`src/rtl/mem_pkg.sv`:
```
// Shared types and helpers for the unified memory-port arbiter.
package mem_pkg;

  typedef enum logic [1:0] {
    IDLE,
    WAIT_I,
    WAIT_D,
    ERR_D
  } arb_state_e;

  localparam logic [3:0] UNIT_B = 4'b0001;
  localparam logic [3:0] UNIT_H = 4'b0010;
  localparam logic [3:0] UNIT_W = 4'b0100;
  localparam logic [3:0] UNIT_D = 4'b1000;

  // An access is misaligned when its byte offset is not a multiple of its size.
  function automatic logic is_misaligned(input logic [2:0] offset, input logic [3:0] unit);
    logic mis;
    mis = 1'b0;
    case (unit)
      UNIT_H:  mis = offset[0];
      UNIT_W:  mis = |offset[1:0];
      UNIT_D:  mis = |offset;
      default: mis = 1'b0;
    endcase
    return mis;
  endfunction

endpackage

```
`src/rtl/mem_port_arbiter_if.sv`:
```
// Fetch, data and memory-side buses of the shared memory port, plus pipeline stalls.
interface mem_port_arbiter_if;

  logic        if_req;
  logic [63:0] if_addr;
  logic        if_gnt;
  logic        if_rvalid;
  logic [31:0] if_rdata;

  logic        d_req;
  logic        d_we;
  logic [63:0] d_addr;
  logic [63:0] d_wdata;
  logic [7:0]  d_be;
  logic [3:0]  d_unit;
  logic        d_ext;
  logic        d_gnt;
  logic        d_rvalid;
  logic [63:0] d_rdata;
  logic        d_err;

  logic        mem_req;
  logic        mem_we;
  logic [63:0] mem_addr;
  logic [63:0] mem_wdata;
  logic [7:0]  mem_be;
  logic        mem_gnt;
  logic        mem_rvalid;
  logic [63:0] mem_rdata;

  logic        stall_if;
  logic        stall_mem;

  modport slave (
    input  if_req, if_addr,
    output if_gnt, if_rvalid, if_rdata,
    input  d_req, d_we, d_addr, d_wdata, d_be, d_unit, d_ext,
    output d_gnt, d_rvalid, d_rdata, d_err,
    output mem_req, mem_we, mem_addr, mem_wdata, mem_be,
    input  mem_gnt, mem_rvalid, mem_rdata,
    output stall_if, stall_mem
  );

  modport master (
    output if_req, if_addr,
    input  if_gnt, if_rvalid, if_rdata,
    output d_req, d_we, d_addr, d_wdata, d_be, d_unit, d_ext,
    input  d_gnt, d_rvalid, d_rdata, d_err,
    input  mem_req, mem_we, mem_addr, mem_wdata, mem_be,
    output mem_gnt, mem_rvalid, mem_rdata,
    input  stall_if, stall_mem
  );

endinterface

```
`src/rtl/mem_load_align.sv`:
```
// Right-aligns load data by byte offset and sign/zero-extends it to 64 bits.
module mem_load_align
  import mem_pkg::*;
(
  input  logic [63:0] rdata,
  input  logic [2:0]  offset,
  input  logic [3:0]  unit,
  input  logic        ext,
  output logic [63:0] data
);

  logic [63:0] shifted;

  always_comb begin
    shifted = rdata >> {offset, 3'b000};
    case (unit)
      UNIT_B:  data = {{56{ext & shifted[7]}},  shifted[7:0]};
      UNIT_H:  data = {{48{ext & shifted[15]}}, shifted[15:0]};
      UNIT_W:  data = {{32{ext & shifted[31]}}, shifted[31:0]};
      default: data = shifted;
    endcase
  end

endmodule

```
`src/rtl/mem_port_arbiter.sv`:
```
// Arbitrates the single memory port between instruction fetch and the MEM stage,
// one outstanding transaction at a time, with fetch-starvation protection.
module mem_port_arbiter
  import mem_pkg::*;
#(
  parameter int unsigned FETCH_STARVE_MAX = 4
) (
  input logic               clk,
  input logic               rst_n,
  mem_port_arbiter_if.slave bus
);

  localparam logic [3:0] STARVE_MAX = 4'(FETCH_STARVE_MAX);

  arb_state_e  state, state_nxt;
  logic [3:0]  starve_cnt, starve_nxt;
  logic [2:0]  off_q;
  logic [3:0]  unit_q;
  logic        ext_q, we_q, word_q;
  logic        d_grant, i_grant, pick_d, misaligned;
  logic        if_rvalid_c, d_rvalid_c;
  logic [63:0] load_data;
  logic        unused_if_addr;

  assign unused_if_addr = ^bus.if_addr[1:0];

  mem_load_align u_align (
    .rdata  (bus.mem_rdata),
    .offset (off_q),
    .unit   (unit_q),
    .ext    (ext_q),
    .data   (load_data)
  );

  always_ff @(posedge clk or negedge rst_n) begin
    if (!rst_n) begin
      state      <= IDLE;
      starve_cnt <= '0;
    end else begin
      state      <= state_nxt;
      starve_cnt <= starve_nxt;
    end
  end

  always_ff @(posedge clk or negedge rst_n) begin
    if (!rst_n) begin
      off_q  <= '0;
      unit_q <= '0;
      ext_q  <= 1'b0;
      we_q   <= 1'b0;
      word_q <= 1'b0;
    end else begin
      if (d_grant) begin
        off_q  <= bus.d_addr[2:0];
        unit_q <= bus.d_unit;
        ext_q  <= bus.d_ext;
        we_q   <= bus.d_we;
      end
      if (i_grant) word_q <= bus.if_addr[2];
    end
  end

  always_comb begin
    state_nxt     = state;
    starve_nxt    = starve_cnt;
    d_grant       = 1'b0;
    i_grant       = 1'b0;
    if_rvalid_c   = 1'b0;
    d_rvalid_c    = 1'b0;
    bus.if_rdata  = '0;
    bus.d_rdata   = '0;
    bus.d_err     = 1'b0;
    bus.mem_req   = 1'b0;
    bus.mem_we    = 1'b0;
    bus.mem_addr  = '0;
    bus.mem_wdata = '0;
    bus.mem_be    = '0;
    misaligned    = is_misaligned(bus.d_addr[2:0], bus.d_unit);
    pick_d        = bus.d_req && !(bus.if_req && starve_cnt == STARVE_MAX);

    case (state)
      IDLE: begin
        // Arbitration outputs are suppressed while reset is held.
        if (rst_n) begin
          if (pick_d) begin
            if (misaligned) begin
              d_grant   = 1'b1;
              state_nxt = ERR_D;
            end else begin
              bus.mem_req   = 1'b1;
              bus.mem_we    = bus.d_we;
              bus.mem_addr  = {bus.d_addr[63:3], 3'b000};
              bus.mem_wdata = bus.d_wdata;
              bus.mem_be    = bus.d_be;
              d_grant       = bus.mem_gnt;
              if (bus.mem_gnt) state_nxt = WAIT_D;
            end
          end else if (bus.if_req) begin
            bus.mem_req  = 1'b1;
            bus.mem_addr = {bus.if_addr[63:3], 3'b000};
            i_grant      = bus.mem_gnt;
            if (bus.mem_gnt) state_nxt = WAIT_I;
          end

          if (!bus.if_req || i_grant) starve_nxt = '0;
          else if (d_grant && starve_cnt != STARVE_MAX) starve_nxt = starve_cnt + 4'd1;
        end
      end
      WAIT_I: begin
        if_rvalid_c  = bus.mem_rvalid;
        bus.if_rdata = word_q ? bus.mem_rdata[63:32] : bus.mem_rdata[31:0];
        if (bus.mem_rvalid) state_nxt = IDLE;
      end
      WAIT_D: begin
        d_rvalid_c  = bus.mem_rvalid;
        bus.d_rdata = we_q ? '0 : load_data;
        if (bus.mem_rvalid) state_nxt = IDLE;
      end
      ERR_D: begin
        d_rvalid_c = 1'b1;
        bus.d_err  = 1'b1;
        state_nxt  = IDLE;
      end
      default: state_nxt = IDLE;
    endcase

    bus.if_gnt    = i_grant;
    bus.d_gnt     = d_grant;
    bus.if_rvalid = if_rvalid_c;
    bus.d_rvalid  = d_rvalid_c;
    bus.stall_if  = bus.if_req & ~if_rvalid_c;
    bus.stall_mem = bus.d_req & ~d_rvalid_c;
  end

endmodule

```
`src/flat_wrapper.sv`:
```
// flat-port wrapper written by rule: the top's interface ports become plain ports
module mem_port_arbiter_flat import mem_pkg::*;
#(
  parameter int unsigned FETCH_STARVE_MAX = 4
)
  (clk, rst_n, bus_if_req, bus_if_addr, bus_if_gnt, bus_if_rvalid, bus_if_rdata, bus_d_req, bus_d_we, bus_d_addr, bus_d_wdata, bus_d_be, bus_d_unit, bus_d_ext, bus_d_gnt, bus_d_rvalid, bus_d_rdata, bus_d_err, bus_mem_req, bus_mem_we, bus_mem_addr, bus_mem_wdata, bus_mem_be, bus_mem_gnt, bus_mem_rvalid, bus_mem_rdata, bus_stall_if, bus_stall_mem);
  mem_port_arbiter_if bus_i ();
  input logic clk;
  input logic rst_n;
  input wire logic [$bits(bus_i.if_req)-1:0] bus_if_req;
  input wire logic [$bits(bus_i.if_addr)-1:0] bus_if_addr;
  output wire logic [$bits(bus_i.if_gnt)-1:0] bus_if_gnt;
  output wire logic [$bits(bus_i.if_rvalid)-1:0] bus_if_rvalid;
  output wire logic [$bits(bus_i.if_rdata)-1:0] bus_if_rdata;
  input wire logic [$bits(bus_i.d_req)-1:0] bus_d_req;
  input wire logic [$bits(bus_i.d_we)-1:0] bus_d_we;
  input wire logic [$bits(bus_i.d_addr)-1:0] bus_d_addr;
  input wire logic [$bits(bus_i.d_wdata)-1:0] bus_d_wdata;
  input wire logic [$bits(bus_i.d_be)-1:0] bus_d_be;
  input wire logic [$bits(bus_i.d_unit)-1:0] bus_d_unit;
  input wire logic [$bits(bus_i.d_ext)-1:0] bus_d_ext;
  output wire logic [$bits(bus_i.d_gnt)-1:0] bus_d_gnt;
  output wire logic [$bits(bus_i.d_rvalid)-1:0] bus_d_rvalid;
  output wire logic [$bits(bus_i.d_rdata)-1:0] bus_d_rdata;
  output wire logic [$bits(bus_i.d_err)-1:0] bus_d_err;
  output wire logic [$bits(bus_i.mem_req)-1:0] bus_mem_req;
  output wire logic [$bits(bus_i.mem_we)-1:0] bus_mem_we;
  output wire logic [$bits(bus_i.mem_addr)-1:0] bus_mem_addr;
  output wire logic [$bits(bus_i.mem_wdata)-1:0] bus_mem_wdata;
  output wire logic [$bits(bus_i.mem_be)-1:0] bus_mem_be;
  input wire logic [$bits(bus_i.mem_gnt)-1:0] bus_mem_gnt;
  input wire logic [$bits(bus_i.mem_rvalid)-1:0] bus_mem_rvalid;
  input wire logic [$bits(bus_i.mem_rdata)-1:0] bus_mem_rdata;
  output wire logic [$bits(bus_i.stall_if)-1:0] bus_stall_if;
  output wire logic [$bits(bus_i.stall_mem)-1:0] bus_stall_mem;
  assign bus_i.if_req = bus_if_req;
  assign bus_i.if_addr = bus_if_addr;
  assign bus_if_gnt = bus_i.if_gnt;
  assign bus_if_rvalid = bus_i.if_rvalid;
  assign bus_if_rdata = bus_i.if_rdata;
  assign bus_i.d_req = bus_d_req;
  assign bus_i.d_we = bus_d_we;
  assign bus_i.d_addr = bus_d_addr;
  assign bus_i.d_wdata = bus_d_wdata;
  assign bus_i.d_be = bus_d_be;
  assign bus_i.d_unit = bus_d_unit;
  assign bus_i.d_ext = bus_d_ext;
  assign bus_d_gnt = bus_i.d_gnt;
  assign bus_d_rvalid = bus_i.d_rvalid;
  assign bus_d_rdata = bus_i.d_rdata;
  assign bus_d_err = bus_i.d_err;
  assign bus_mem_req = bus_i.mem_req;
  assign bus_mem_we = bus_i.mem_we;
  assign bus_mem_addr = bus_i.mem_addr;
  assign bus_mem_wdata = bus_i.mem_wdata;
  assign bus_mem_be = bus_i.mem_be;
  assign bus_i.mem_gnt = bus_mem_gnt;
  assign bus_i.mem_rvalid = bus_mem_rvalid;
  assign bus_i.mem_rdata = bus_mem_rdata;
  assign bus_stall_if = bus_i.stall_if;
  assign bus_stall_mem = bus_i.stall_mem;
  mem_port_arbiter #(.FETCH_STARVE_MAX(FETCH_STARVE_MAX)) u_core (.clk(clk), .rst_n(rst_n), .bus(bus_i));
endmodule
```
`config.mk`:
```
export PLATFORM = sky130hd
export DESIGN_NAME = mem_port_arbiter_flat
export DESIGN_NICKNAME = d
export VERILOG_FILES = /design/src/rtl/mem_pkg.sv /design/src/rtl/mem_port_arbiter_if.sv /design/src/rtl/mem_load_align.sv /design/src/rtl/mem_port_arbiter.sv /design/src/flat_wrapper.sv
export SDC_FILE = /design/constraint.sdc
export NUM_CORES = 1
export LEC_CHECK = 0
export ABC_CLOCK_PERIOD_IN_PS = 3300
export CAP_MARGIN = 15
export CORE_AREA = 2 2 200 202
export DETAILED_ROUTE_END_ITERATION = 16
export DIE_AREA = 0 0 202 204
export DONT_BUFFER_PORTS = 1
export GPL_TIMING_DRIVEN = 0
export PLACE_DENSITY = 0.3
export SETUP_SLACK_MARGIN = 0.5
export SYNTH_ARGS = -nofsm -noshare
export SYNTH_HDL_FRONTEND = slang
export SYNTH_HIERARCHICAL = 1
export SYNTH_SLANG_ARGS = --single-unit
```
`constraint.sdc`:
```
create_clock -name clk -period 3.3 [get_ports clk]
set_input_delay 0.66 -clock clk [delete_from_list [all_inputs] [get_ports clk]]
set_output_delay 0.66 -clock clk [all_outputs]
set_load 0.1 [all_outputs]
```
Word-level counts from Yosys, hierarchy flattened
Cells that the tools add are included.
W data, S select, Z words.
- flip-flop bits (word level): 16
- input port bits: 276
- output and inout port bits: 241
- add/subtract/negate cells: 1
- eq/ne operators: 16
- shift operators: 1
- muxes and demuxes: 53
- bitwise gates (word level): 7
- reduce and logical (&&, ||, !) cells: 13
- operators by type and width (kind ; count):
    $mux W64 ; 11
    $pmux W64 S3 ; 1
    $mux W32 ; 2
    $shr A64 B6 Y64 ; 1
    $mux W8 ; 4
    $mux W1 ; 23
    $mux W2 ; 7
    $eq A4 B3 Y1 const B ; 3
    $ne A3 B2 Y1 const B ; 3
    $eq A4 B2 Y1 const B ; 2
    $mux W4 ; 2
    $pmux W2 S3 ; 1
    $and A1 B1 Y1 ; 5
    $reduce_and A5 Y1 ; 1
    $add A4 B1 Y4 const B ; 1
    $eq A2 B2 Y1 const B ; 2
    $eq A4 B1 Y1 const B ; 1
    $eq A4 B4 Y1 const B ; 1
    $ne A4 B3 Y1 const B ; 1
    $reduce_or A2 Y1 ; 2
    $logic_and A1 B1 Y1 ; 3
    $pmux W1 S3 ; 1
    $reduce_and A3 Y1 ; 1
    $reduce_or A3 Y1 ; 1
    other kinds (9) ; 11

Depth between registers and ports, before layout
Gate-level depths: netlist of run 1.
- word-level depth: 10
- depth in mapped cells: 9
- depth with buffers taken out: 8

Cells and area by module
Netlist of run 1, hierarchy kept.
- by module, submodules not included (module ; times used ; cells an instance ; area each (um2) ; sequential area each (um2)):
    mem_port_arbiter ; 1 ; 419 ; 3216.8 ; 400.4
    mem_load_align ; 1 ; 292 ; 2412.3 ; 0.0

Least setup slack after synthesis of run 1
OpenSTA, ideal clock, no wires.
- path kind: input to output
- from: input bus_if_req
- to: output bus_if_gnt
- data arrival time: 3241 ps
- required time: 2640 ps
- setup slack: -601 ps
- cell stages on the path: 3
- buffers on the path: 1
- path through: clkbuf_1 -> a21oi_1 -> nor3_1
- word-level cells in the longest chain between the ends: 8
- elaborated cells on any way between the ends: 9
- those cells by class: mux: 6; reduce/logical: 3
- ends and longest elaborated chain (item ; line ; RTL):
    start, declared ; flat_wrapper.sv:10 ; input wire logic [$bits(bus_i.if_req)-1:0] bus_if_req;
    $logic_and A1 B1 Y1 ; mem_port_arbiter.sv:79 ; pick_d = bus.d_req && !(bus.if_req && starve_cnt == STARVE_MAX);
    $logic_not A1 Y1 ; mem_port_arbiter.sv:79 ;
    $logic_and A1 B1 Y1 ; mem_port_arbiter.sv:79 ;
    $mux W1 (*) ; mem_port_arbiter.sv:85 ; if (pick_d) begin
    $mux W1 (*) ; mem_port_arbiter.sv:84 ; if (rst_n) begin
    $mux W1 (*) ; mem_port_arbiter.sv:81 ; case (state)
    $mux W1 (*) ; mem_port_arbiter.sv:84 ;
    $mux W1 (*) ; mem_port_arbiter.sv:81 ;
    end, declared ; flat_wrapper.sv:12 ; output wire logic [$bits(bus_i.if_gnt)-1:0] bus_if_gnt;
Every way passes the cells marked *; elsewhere a longest branch is shown, timed or not. The select of a mux whose other input is x is not followed.

Final worst setup path of run 1
- from: register u_core.off_q[1]
- to: output bus_d_rdata[50]
- word-level cells in the longest chain between the ends: 5
- elaborated cells on any way between the ends: 7
- those cells by class: shift: 1; mux: 3; bitwise: 3
- ends and longest elaborated chain (item ; line ; RTL):
    start, declared ; mem_port_arbiter.sv:17 ; logic [2:0] off_q;
    start signal, assigned ; mem_port_arbiter.sv:54 ; off_q <= bus.d_addr[2:0];
    $shr A64 B6 Y64 (*) ; mem_load_align.sv:15 ; shifted = rdata >> {offset, 3'b000};
    $and A1 B1 Y1 (on tied branches) ; mem_load_align.sv:19, mem_load_align.sv:17, mem_load_align.sv:18 ;
    $pmux W64 S3 (*) ; mem_load_align.sv:16 ; case (unit)
    named net u_core.load_data[50] ; mem_port_arbiter.sv:22 ; logic [63:0] load_data;
    $mux W64 (*) ; mem_port_arbiter.sv:116 ; bus.d_rdata = we_q ? '0 : load_data;
    $mux W64 (*) ; mem_port_arbiter.sv:81 ;
    end, declared ; flat_wrapper.sv:24 ; output wire logic [$bits(bus_i.d_rdata)-1:0] bus_d_rdata;
The timed path passes the listed nets; every way through them passes the cells marked *.

==> results of run 1 <==
[routing by layer]
metal  track usage, %  vias up
met2             31.2      327
met1             24.1     3313
met3             7.46       48
met5                0        -
li1                 -     2860
met4             2.78       12
[what timing repair did]
item / CTS / global route
endpoints found under the setup margin: 234 / 232
resized for setup: 328 / 95
buffers inserted: 39 / 15
gates cloned: 16 / 2
pin swaps: 93 / 47
[state kept, by name (all words and copies together) (netlist names)]
name,count
u_core/ext_q,1
u_core/off_q,3
u_core/starve_cnt,4
u_core/state,2
u_core/unit_q,4
u_core/we_q,1
u_core/word_q,1
[layout by cell type, fill, tap and decap left out, types with 10 or more instances in the layout]
cell type  instances
nand2_1           26
buf_6             29
dfrtp_1           14
nand2b_1          11
and2_4            64
buf_8             10
nor2b_1           19
nor2_1            16
mux2i_1           55
o21ai_0           23
mux2i_4           11
buf_4             41
buf_12            26
nand4_1           34
nand3_1           26
clkbuf_2          13
mux4_2            28
mux2_2            18
a22o_4            61
buf_16            16
nor2b_4           32
and3_4            74
[worst max-delay path by stage]
| stage | end | depth (start not counted) | slack [ns] |
|---|---|---|---|
| after floorplan | bus_mem_wdata[40] | 6 | 0.39 |
| after global placement | bus_mem_addr[51] | 5 | -0.58 |
| after detailed placement | bus_mem_addr[51] | 5 | -0.61 |
| after CTS | bus_d_rdata[50] | 8 | 0.10 |
| after global routing | bus_d_rdata[23] | 10 | 0.05 |
| final | bus_d_rdata[50] | 8 | 0.12 |
[final cells by class]
cell class                 count  area (sq um)  area share (%)
multi-input combinational    599          6440            66.1
sequential                    16           403            4.14
buffer                        87           972            9.98
timing repair buffer          77          1130            11.6
antenna                        1          2.50          0.0257
inverter                      11          46.3           0.475
tap                          525           657            6.74
clock buffer                   4          88.8           0.912
[worst max-delay path: stages (launching register included)]
cell and delay (ns):
dfrtp_1 0.38, buf_6 0.15, mux2i_2 0.18, and3_4 0.20, or4_4 0.55, buf_12 0.17
buf_6 0.15, nand4_1 0.12, and2_4 0.36
[where the power goes]
group | total [mW] | internal [mW] | switching [mW]
Clock | 0.278 | 0.185 | 0.0930
Combinational | 9.80 | 3.18 | 6.63
Sequential | 0.405 | 0.280 | 0.125
Total | 10.5 | 3.64 | 6.85
[kinds of logic (layout without fill, tap and decap cells)]
kind of cell | count (synthesis) | count (layout) | synth area share, %
and+or+nand+nor | 333 | 333 | 35.0
AOI/OAI and AO/OA | 132 | 132 | 18.6
muxes | 121 | 121 | 28.4
buffers and inverters | 98 | 179 | 8.82
DFF | 16 | 16 | 7.11
adders and majority gates | 7 | 7 | 1.56
xor gates and xnor gates | 3 | 3 | 0.467
other | 1 | 4 | 0.0666
[stage by stage]
step | instance area [sq um] | util [%] | hold WS [ns] | setup TNS, ns | power (mW)
CTS | 9260 | 23.6 | 0.0895 | 0 | 10.2
global placement | 6860 | 17.5 | 0.366 | -30.44 | 8.61
floorplan | 6200 | - | 0.364 | 0 | 7.27
finish | 9740 | 24.9 | 0.0981 | 0 | 10.5
global route | 9740 | 24.9 | 0.0875 | 0 | 10.9
detailed placement | 6920 | 17.7 | 0.366 | -32.86 | 8.61
==> results.md, run 1 <==
- Final Max Slew Viols: 0
- EDFF count, synth: 0
- Drt drc: 0
- Rel. slew slack: 51.3%
- Pre-CTS WS: -0.610 ns
- Worst reg2reg path endpoint: u_core/ext_q
- First-pass iteration count of the detailed router: 4
- CTS Sinks: 16
- CP required: 2.64 ns
- Post-route setup slack: 0.122 ns
- Post-synth cell types: 60
- First-pass GRT wire length: 56.2 mm
- Met2 WL: 19.6 mm
- Synthesized cell area: 5630 sq um
- Worst Clk Skew: 0.00530 ns
- Routed wire length: 41.8 mm
- Hold_buf cts: 0
- WL/cell: 31.7 microns
- Number of H-tree levels: 1
- Avg Cell Area, Syn: 7.92 sq um
- GRT Residual Overflow: 0
- Initial antenna violation count: 7
- Post-Synthesis Cells: 711
- Die area: 41200 sq um
- Initial core utilization: 14.4%
- Hpwl dp: 33.0 mm
- Post-synth top cells: and3_1 (81), mux2i_1 (72), and2_1 (65), a22o_1 (62), nor2b_1 (52)
- Worst r2r path cells: 10
- Cell Count, Final, Fillers Out: 1320
- Worst-Margin Slew: 0.729 ns
- Min cycle time layout: 3.18 ns
- FILL cells: 4183
- Vias/cell: 4.97
- CTS buffer count: 3
- Top-count cell post-synth: and3_1
- Layout cells sized above 1: 63.4%
- CP startpoint: u_core/off_q[1]
- CTS root buf: clkbuf_16
- Final Cycle Share: 96.3%
- Worst Hold Class: in -> async
- Area Growth Syn to Fin: 73.1%
- Pwr/cell area: 1080 nW/um^2
- Row cnt: 73
- Clock Latency Late Sink: 0.25 ns
- DRT iter0 DRCs: 392
- Die Height: 204 microns
- Die Wd: 202 microns
- Ys Warns: 6
- Synth async-reset ratio: 100%
- ANT nets after route: 0
- Endpoints failing setup: 0
- Port bufs: 0
- Wl on met1: 17.3 mm
- Setup CP Type: reg -> out
- Crit-path max FO: 10
- Main synth FF type: dfrtp_1
- Core box area: 39200 sq um
- Routability Congestion: 0.934
- GRT Overall Usage: 19.1%
- Seq cells post-synth: 16
- Clk buf depth: 2
- Metal3 WL: 4.18 mm
- Crit path DAT: 2.52 ns
- Top Layer Used: met5
- VDD IR-drop max: 320 uV
- Largest net degree at the start of global routing: 23
- Worst-path clk slew: 0.06 ns
- Via count: 6560
- Sequential area share after synthesis: 7.11%
- Synth area leaders: mux2i_1 (13%), mux4_2 (11%), a22o_1 (9.6%), and3_1 (9.0%), and2_1 (7.2%)
- Pleak: 4.02 nW
- Worst Setup End Kind: output port
- Max Freq: 0.315 GHz
- CTS tree: yes
- Hold Violations, Final: 0
- RR Startpoint: u_core/starve_cnt[1]
- Yosys top cell area share: 12.8%
- R2r setup slk: 1.09 ns
- Dominant cell type by area after synthesis: mux2i_1
- Max cap viols: 0
- Status: finished clean
- Unrepaired setup endpoints after global routing: true
- Startpoint Class: register
- Vias in the first global route: 6662
- NumNets Final: 1078
- I/O pin count: 517
- Cells after DPL: 1241
(Power assumes the default switching activity.)
==> inputs of run 2 (changes only) <==
- CTS_BUF_LIST: unset -> sky130_fd_sc_hd__clkbuf_4
- SLEW_MARGIN: unset -> 25
==> run 2 against run 1 <==
Against the previous run:
- global-route usage decreased by 0.18 points
- sequential cell count is the same
- wire length down 0.35%
- cell count decreased by 0.30%
- clock power shrank 57%
- largest cell class unchanged
==> results.md, run 2 (synthesis results as in run 1) <==
- Core Util, Final: 24.6%
- Setup CP Type: reg -> out
- Row cnt: 73
- End of the critical path: bus_d_rdata[50]
- Min cycle time layout: 3.24 ns
- Cell Count, Final, Fillers Out: 1316
- FILL cells: 4199
- Largest registers: u_core/starve_cnt x4, u_core/unit_q x4, u_core/off_q x3
- Total power draw: 10.4 mW
- Fin area: 9640 sq um
- Post-route setup slack: 0.0570 ns
- CP required: 2.64 ns
- Drt drc: 0
- Hpwl dp: 33.0 mm
- Die Height: 204 microns
- CTS root buf: clkbuf_4
- CTS buffer count: 3
- RR Startpoint: u_core/state[1]
- Pwr/cell area: 1080 nW/um^2
- Worst-path clk slew: 0.12 ns
- First-pass GRT wire length: 55.8 mm
- Metal3 WL: 4.37 mm
- Most frequent cells in the layout: and3_4 (74), and2_4 (65), a22o_4 (61)
- GRT Overall Usage: 18.9%
- VDD IR-drop max: 282 uV
- First-pass iteration count of the detailed router: 4
- CTS tree: yes
- Startpoint Class: register
- Rel. slew slack: 50.0%
- Largest net degree at the start of global routing: 23
- Worst r2r path cells: 9
- Area Growth Syn to Fin: 71.3%
- Routability Congestion: 0.934
- Number of H-tree levels: 1
- Met2 WL: 19.5 mm
- CP startpoint: u_core/off_q[1]
- Layout cells sized above 1: 64.3%
- Cells after DPL: 1240
- Commonest non-fill, non-tap cell in the layout: and3_4
- Worst Setup End Kind: output port
- Initial antenna violation count: 8
- I/O pin count: 517
- Vias in the first global route: 6561
- Endpoints failing setup: 0
- Top Layer Used: met5
- Die Wd: 202 microns
- Worst reg2reg path endpoint: u_core/ext_q
- Worst Clk Skew: 0.00722 ns
- WL/cell: 31.6 microns
- Placed cell areas: 6950 sq um
- DRT iter0 DRCs: 328
- Pre-CTS WS: -0.622 ns
- Max cap viols: 0
- Crit path DAT: 2.58 ns
- Vias/cell: 5.00
- Max Freq: 0.308 GHz
- Core box area: 39200 sq um
- Worst Hold Class: in -> async
- GRT Residual Overflow: 0
- Crit-path max FO: 10
- Status: finished clean
- Worst-Margin Slew: 0.749 ns
- NumNets Final: 1073
- CTS Sinks: 16
- ANT nets after route: 0
- Hold Violations, Final: 0
- Clk buf depth: 2
- Routed wire length: 41.6 mm
- Final Cycle Share: 98.3%
- Via count: 6581
- Clock Latency Late Sink: 0.30 ns
- R2r setup slk: 1.13 ns
- Pleak: 3.95 nW
- Initial core utilization: 14.4%
- Hold_buf cts: 0
- Final Max Slew Viols: 0
- Wl on met1: 17.0 mm
- Unrepaired setup endpoints after global routing: true
- Port bufs: 0
- Die area: 41200 sq um
## run 2: cell count changes in the layout (fill, tap and decap cells not counted), sizes merged
cell and change:
clkinv +2, clkbuf -6, diode +1, inv -1
## run 2: power breakdown
group	switching, mW	leakage [nW]	internal (mW)
Sequential	0.118	0.199	0.278
Clock	0.0758	0.0154	0.0440
Combinational	6.68	3.73	3.22
## run 2: per-layer routing
| layer | up-vias | global-route usage (%) |
|---|---|---|
| met4 | 14 | 2.44 |
| met5 | - | 0 |
| met2 | 357 | 31.1 |
| met3 | 49 | 7.65 |
| li1 | 2843 | - |
| met1 | 3318 | 23.7 |
## run 2: worst min path at each step
stage | start | to | slack (ns)
5_1_grt | rst_n | u_core/word_q | 0.005
2_1_floorplan | rst_n | u_core/ext_q | 0.36
3_5_place_dp | rst_n | u_core/unit_q[0] | 0.37
3_3_place_gp | rst_n | u_core/unit_q[0] | 0.37
6_report | rst_n | u_core/state[1] | 0.04
4_1_cts | rst_n | u_core/starve_cnt[2] | 0.01
## run 2: timing repair
| item | CTS | global route |
|---|---|---|
| endpoints found under the hold margin | 0 | 0 |
| pin swaps | 99 | 51 |
| buffers inserted | 37 | 15 |
| gates cloned | 15 | 3 |
| gates resized for setup | 308 | 141 |
| endpoints found under the setup margin | 232 | 234 |
## run 2: final cells by class
| cell class | count | area, sq um | share of cell area, % |
|---|---|---|---|
| tap | 525 | 657 | 6.81 |
| timing repair buffer | 72 | 1020 | 10.6 |
| clock buffer | 3 | 22.5 | 0.234 |
| multi-input combinational | 599 | 6520 | 67.6 |
| clock inverter | 1 | 3.75 | 0.0389 |
| inverter | 11 | 53.8 | 0.558 |
| antenna | 2 | 5.00 | 0.0519 |
| buffer | 87 | 955 | 9.90 |
| sequential | 16 | 402 | 4.17 |
## run 2: worst max-delay path: stages (launching register included)
cell	delay (ns)
dfrtp_1	0.41
buf_6	0.16
mux2i_4	0.19
and3_4	0.15
or4_4	0.57
buf_12	0.18
buf_6	0.15
nand4_1	0.12
and2_4	0.35
## run 2: stage by stage
stage | TNS [ns] | hold WS [ns]
after floorplan | 0 | 0.364
after global placement | -30.44 | 0.366
after detailed placement | -33.30 | 0.366
after CTS | 0 | 0.0113
after global routing | -1.27 | 0.00475
final | 0 | 0.0370
